<file path="src/rtl/wave_mixer.sv">
// wave_mixer: N-channel sample mixer that sums one channel per clock with per-channel mute/shift.
// Define WAVE_MIXER_SATURATE_EN to clamp the output at full scale; otherwise the sum wraps.
module wave_mixer #(
    parameter int N_CH  = 4,
    parameter int IN_W  = 11,
    parameter int OUT_W = 12
) (
    input  logic                   clk,
    input  logic                   rst,
    input  logic                   ena,
    input  logic                   sample_strobe,
    input  logic [N_CH*IN_W-1:0]   channels,
    input  logic [N_CH-1:0]        mute,
    input  logic [2*N_CH-1:0]      atten,
    output logic [OUT_W-1:0]       out,
    output logic                   out_valid,
    output logic                   busy,
    output logic                   overrun
);
    localparam int ACC_W = IN_W + $clog2(N_CH) + 1;
    localparam int IDX_W = (N_CH > 1) ? $clog2(N_CH) : 1;
    localparam logic [IDX_W-1:0] LAST_IDX = IDX_W'(N_CH - 1);

    typedef enum logic [1:0] {IDLE, ACCUM, DONE} state_t;

    state_t                 state;
    logic [IDX_W-1:0]       idx;
    logic [N_CH*IN_W-1:0]   ch_p0;
    logic [N_CH-1:0]        mute_p0;
    logic [2*N_CH-1:0]      atten_p0;
    logic [ACC_W-1:0]       acc_p1;
    logic [ACC_W-1:0]       term;

    function automatic logic [OUT_W-1:0] fit_out(input logic [ACC_W-1:0] sum);
`ifdef WAVE_MIXER_SATURATE_EN
        if ((ACC_W+OUT_W)'(sum) > (ACC_W+OUT_W)'({OUT_W{1'b1}}))
            return '1;
`endif
        return OUT_W'(sum);
    endfunction

    // Channel selected by idx, attenuated, or zero when muted.
    always_comb begin
        term = '0;
        for (int i = 0; i < N_CH; i++) begin
            if (idx == IDX_W'(i) && !mute_p0[i])
                term = ACC_W'(ch_p0[i*IN_W +: IN_W] >> atten_p0[2*i +: 2]);
        end
    end

    assign busy = (state != IDLE);

    always_ff @(posedge clk) begin
        if (rst) begin
            state     <= IDLE;
            idx       <= '0;
            acc_p1    <= '0;
            out       <= '0;
            out_valid <= 1'b0;
            overrun   <= 1'b0;
        end else begin
            out_valid <= 1'b0;
            if (ena) begin
                // A strobe while busy (including the DONE->IDLE edge) is dropped.
                if (sample_strobe && state != IDLE)
                    overrun <= 1'b1;
                case (state)
                    IDLE: begin
                        if (sample_strobe) begin
                            ch_p0    <= channels;
                            mute_p0  <= mute;
                            atten_p0 <= atten;
                            acc_p1   <= '0;
                            idx      <= '0;
                            state    <= ACCUM;
                        end
                    end
                    ACCUM: begin
                        acc_p1 <= acc_p1 + term;
                        if (idx == LAST_IDX) begin
                            idx   <= '0;
                            state <= DONE;
                        end else begin
                            idx <= idx + 1'b1;
                        end
                    end
                    DONE: begin
                        out       <= fit_out(acc_p1);
                        out_valid <= 1'b1;
                        state     <= IDLE;
                    end
                    default: state <= IDLE;
                endcase
            end
        end
    end
endmodule

</file>
<file path="config.mk">
export PLATFORM = sky130hd
export DESIGN_NAME = wave_mixer
export DESIGN_NICKNAME = d
export VERILOG_FILES = /design/src/rtl/wave_mixer.sv
export SDC_FILE = /design/constraint.sdc
export NUM_CORES = 1
export LEC_CHECK = 0
export ABC_AREA = 1
export CORE_MARGIN = 3
export CORE_UTILIZATION = 54
export CTS_CLUSTER_SIZE = 20
export DETAILED_ROUTE_END_ITERATION = 8
export GPL_TIMING_DRIVEN = 0
export PLACE_DENSITY_LB_ADDON = 0.12
export RECOVER_POWER = 50
export SLEW_MARGIN = 20
export SYNTH_ARGS = -nofsm -noshare
export SYNTH_HDL_FRONTEND = slang
export SYNTH_SLANG_ARGS = --single-unit
</file>
<file path="constraint.sdc">
create_clock -name clk -period 4.2 [get_ports clk]
set_input_delay 0.42 -clock clk [delete_from_list [all_inputs] [get_ports clk]]
set_output_delay 0.42 -clock clk [all_outputs]
set_load 0.1 [all_outputs]
</file>
# --- Word level (Yosys, flattened, before mapping) ---
# Index checks and enable logic that the tools add are counted.
totals:
  reg_bits: 88
  out_inout_bits: 15
op_classes:
  n_addsub: 2
  eq_ne: 7
  n_shift: 4
  muxes: 13
  bitwise_logic: 2
  reduce_logical: 19
op_table:
  columns: ["cell", "count"]
  rows:
  - ["2-to-1 mux 14 bit", 5]
  - ["right shift 11 x 2 -> 14 bit", 4]
  - ["case mux 14 bit (2 select lines)", 1]
  - ["adder 14 bit", 1]
  - ["2-to-1 mux 2 bit", 4]
  - ["case mux 2 bit (2 select lines)", 2]
  - ["== test 2 bit, second input constant", 3]
  - ["AND reduction 3 bit", 2]
  - ["logical AND 1 bit", 5]
  - ["== test 2 x 1 -> 1 bit, second input constant", 2]
  - ["logical NOT 1 bit", 4]
  - ["logical NOT 2 bit", 2]
  - ["inequality test 2 bit, second input constant", 2]
  - ["AND reduction 2 bit", 2]
  - ["AND reduction 4 bit", 1]
  - ["nonzero test 2 bit", 2]
  - ["adder 2 x 1 -> 2 bit, second input constant", 1]
  - ["NOT 1 bit", 2]
  - ["OR reduction 2 bit", 1]
  - ["2-to-1 mux 1 bit", 1]

# --- Logic depth before layout (Yosys ltp) ---
depth:
  ltp_word: 8
  ltp_mapped: 20

# --- Worst setup path before layout ---
# No wires, ideal clock.
synth_timing:
  path_kind: "register to register"
  start: "register state[1]"
  end: "register atten_p0[0], enable pin"
  setup_time_ns: 0.470
  arrival_ns: 3.506
  required_time_ns: 3.730
  slack_ns: 0.224
  stages_incl_launch_ff: 6
  path_buffers: 0
  period_less_slack_ns: 3.976
  cell_sequence: "dfxtp_1 nor2_1 inv_1 nor2_1 nand2_1 nor2_1"
synth_via:
  elab_chain_cells: 2
synth_rtl:
  columns: ["item", "line_no", "rtl"]
  rows:
  - ["from (decl)", "26", "state_t state;"]
  - ["from (signal assigned)", "55", "state <= IDLE;"]
  - ["from (signal assigned)", "75", "state <= ACCUM;"]
  - ["from (signal assigned)", "82", "state <= DONE;"]
  - ["logical NOT 2 bit", "67", "case (state)"]
  - ["AND reduction 4 bit (no source line)", null, null]
  - ["to (signal assigned)", "72", "atten_p0 <= atten;"]
  - ["to (decl)", "30", "logic [2*N_CH-1:0] atten_p0;"]
# No other way between the ends.
# A chain may end at the register's enable or synchronous reset.

# --- Worst setup path after layout ---
layout_timing:
  start: "input sample_strobe"
  end: "register ch_p0[26], enable pin"
layout_via:
  elab_chain_cells: 1
layout_rtl:
  columns: ["item", "line_no", "rtl"]
  rows:
  - ["from (decl)", "11", "input logic sample_strobe,"]
  - ["AND reduction 4 bit (no source line)", null, null]
  - ["to (signal assigned)", "70", "ch_p0 <= channels;"]
  - ["to (decl)", "28", "logic [N_CH*IN_W-1:0] ch_p0;"]
# No other way between the ends.

==> run summary <==
status: complete, but fails checks
failing checks: max-capacitance violations, max-slew violations
RR Endpoint: ch_p0[26]
syn nets: 635
Placer Congestion: 0.910
Mapped Area: 4580 um^2
RR Startpoint: state[1]
clk_skew: 0.0100 ns
share of cells above drive strength 1: 0.0571
Synth warnings: 0
fmax: 0.317 GHz
CTS tree: yes
grt total ovfl: 0
vias per inst: 5.51
crit-path max FO: 31
CTS Root Cell: clkbuf_8
static leakage: 2.28 nW
Worst Setup EP: ch_p0[26]
RSZ-0062 raised after global routing: false
H-Tree Depth: 3
Critical-path top delay cell: nor2_1
detailed placer's ending HPWL: 8200 um
Detail Route Antenna Nets: 0
Top delay family on crit path: simple AND/OR/NAND/NOR gates
Pwr per Cell Area: 309 nW/um^2
DRC: 0
crit start category: input port
Setup crit start: sample_strobe
CP Depth: 6
worst-case reg-to-reg path depth: 6
cells after synthesis: 558
crit-path cells: dlygate4sd3_1, inv_1, nor2_1, nand2_1, nor2_1, buf_12
pre-CTS setup slack: 1.38 ns
synth top area cells: edfxtp_1 (37%), dfxtp_1 (13%), nand2_1 (11%)
CP endpoint kind: flop
port bufs: 73
# hold bufs at CTS: 0
post-layout min period: 3.16 ns
actual slew at the worst max-slew pin: 2.16 ns
syn avg cell area: 8.20 um^2
Setup WS post-layout: 1.04 ns
critical path's most frequent cell: nor2_1
fin area: 5680 um^2
vias in the first global route: 4071
Slew Viols, Final: 26
row count: 32
CTS clk-pin slew, worst paths: 0.07 ns
Filler cells: 631
Synth top area share: 0.367
Critical Path RT: 4.25 ns
TNS Setup: 0 ns
gr usage total: 0.230
Final Power: 0.00176 W
register area share after synthesis: 0.499
largest net degree at the start of global routing: 32
Initial DRT Pass Iterations: 5
Routed WL: 10700 um
Die X: 98.1 um
Vias: 4135
endpoints failing hold: 0
Max Buffers Root-to-Sink: 2
CTS buffer count: 9
nets: 720
clock sinks: 86
post-cts sizing count: 0
insertion delay to the later sink of the worst-skew pair: 0.35 ns
Starting DRT DRC Count: 197
CP bufs+invs: 3
Distinct cells, synth: 35
postcts setup bufs: 0
R2R setup slack: 1.23 ns
final setup vio count: 0
worst min-delay path class: reg -> reg
critical path arrival: 3.20 ns
Worst VDD drop: 0.000204 V
ant diodes: 0
first-pass GRT wire length: 17900 um
hold_ws: 0.447 ns
worst rel slew slack: -0.446
biggest area consumer among synthesized cells: edfxtp_1
kind of critical path: in -> reg
placed inst area: 5460 um^2
initial antenna violation count: 0
effective utilization at floorplan: 0.574
flop and latch count out of synthesis: 86
drt wl/cell: 14.2 um
largest stage delay on the critical path: 1.60 ns
Area Overhead vs Synth: 24.1%
io pins: 75
Die Height: 98.1 um
final worst-path cycle share: 0.751
die area: 9620 um^2
core area: 7970 um^2
max-cap violation count: 1
==> cell type report <==
type | count | area (um^2) | area share
timing repair buffer | 74 | 751 | 0.132
clock inverter | 5 | 98.8 | 0.0174
tap | 102 | 128 | 0.0225
buffer | 13 | 68.8 | 0.0121
clock buffer | 11 | 131 | 0.0231
inverter | 62 | 233 | 0.0410
multi-input combinational | 397 | 1990 | 0.350
sequential | 86 | 2280 | 0.402
==> worst min-delay path by stage <==
stage | cells past startpoint | endpoint | from
6_report | 2 | out[5] | out[5]
5_1_grt | 2 | out[4] | out[4]
4_1_cts | 2 | state[0] | rst
3_5_place_dp | 2 | out[6] | out[6]
2_1_floorplan | 2 | acc_p1[0] | acc_p1[0]
3_3_place_gp | 2 | out[7] | out[7]
==> state kept, by name, indices dropped and copies added (netlist names) <==
register and count:
acc_p1 12, atten_p0 8, ch_p0 44, idx 2, mute_p0 4, out 12
out_valid 1, overrun 1, state 2
==> kinds of logic after synthesis <==
logic type | share of synthesized area
XOR/XNOR | 0.00191
AND/OR/NAND/NOR | 0.225
flip-flops | 0.499
AO/OA/AOI/OAI | 0.151
buffers and inverters | 0.0667
multiplexers | 0.00902
adder cells (fa/ha/maj) | 0.0481
==> worst register-to-register path, delay by kind of cell (launching register included) <==
kind,cells,cell delay (ns)
buffers and inverters,2,0.38
flip-flops,1,0.37
AND/OR/NAND/NOR,4,1.93
==> placed cells by master (no fill, tap or decap), types with 4 or more instances in the layout <==
master and instances:
o22ai_1 9, a21oi_1 56, nor2_1 50, ha_1 16, buf_2 4, nand3_1 41
dlygate4sd3_1 58, dfxtp_1 30, nand2_1 136, buf_4 4, clkdlybuf4s50_1 15, clkbuf_1 7
edfxtp_1 56, inv_2 6, inv_1 56, o21ai_0 52, clkbuf_8 9
==> synthesized netlist by cell type <==
master,number
nand2_1,136
a21oi_1,56
edfxtp_1,56
inv_1,55
o21ai_0,51
nor2_1,50
nand3_1,41
dfxtp_1,30
ha_1,16
o22ai_1,9
buf_2,7
inv_2,7
buf_4,4
mux2i_1,3
nand3b_1,3
nand4_1,3
o211ai_1,3
o21ai_1,3
or2_1,3
a31oi_1,2
clkbuf_1,2
nand2_2,2
nor2_2,2
nor2_4,2
o21bai_1,2
a21oi_2,1
and2_1,1
fa_1,1
mux2_2,1
nor3_1,1
o2111ai_1,1
o21ai_2,1
o31ai_1,1
or2_2,1
xnor2_1,1
==> power by group <==
group	leakage, nW	total, W	internal [W]	switching, W
Clock	0.115	0.000670	0.000393	0.000277
Sequential	0.755	0.000930	0.000921	0.00000963
Combinational	1.41	0.000155	0.0000691	0.0000854
Total	2.28	0.00176	0.00138	0.000372
==> routing by layer <==
layer | vias up | track usage | routed length [um] | share of wire
met1 | 1846 | 0.280 | 4420 | 0.41
met5 | - | 0 | 0 | 0
li1 | 2066 | - | - | -
met3 | 31 | 0.0593 | 741 | 0.069
met4 | 0 | 0.0948 | 282 | 0.026
met2 | 192 | 0.388 | 5220 | 0.49
==> through the flow <==
step	util	std cells
after CTS	0.715	750
after floorplan	-	558
after global placement	0.682	733
after detailed placement	0.686	734
final	0.713	750
after global routing	0.713	750
No activity file was read; power rests on OpenSTA's default activity.
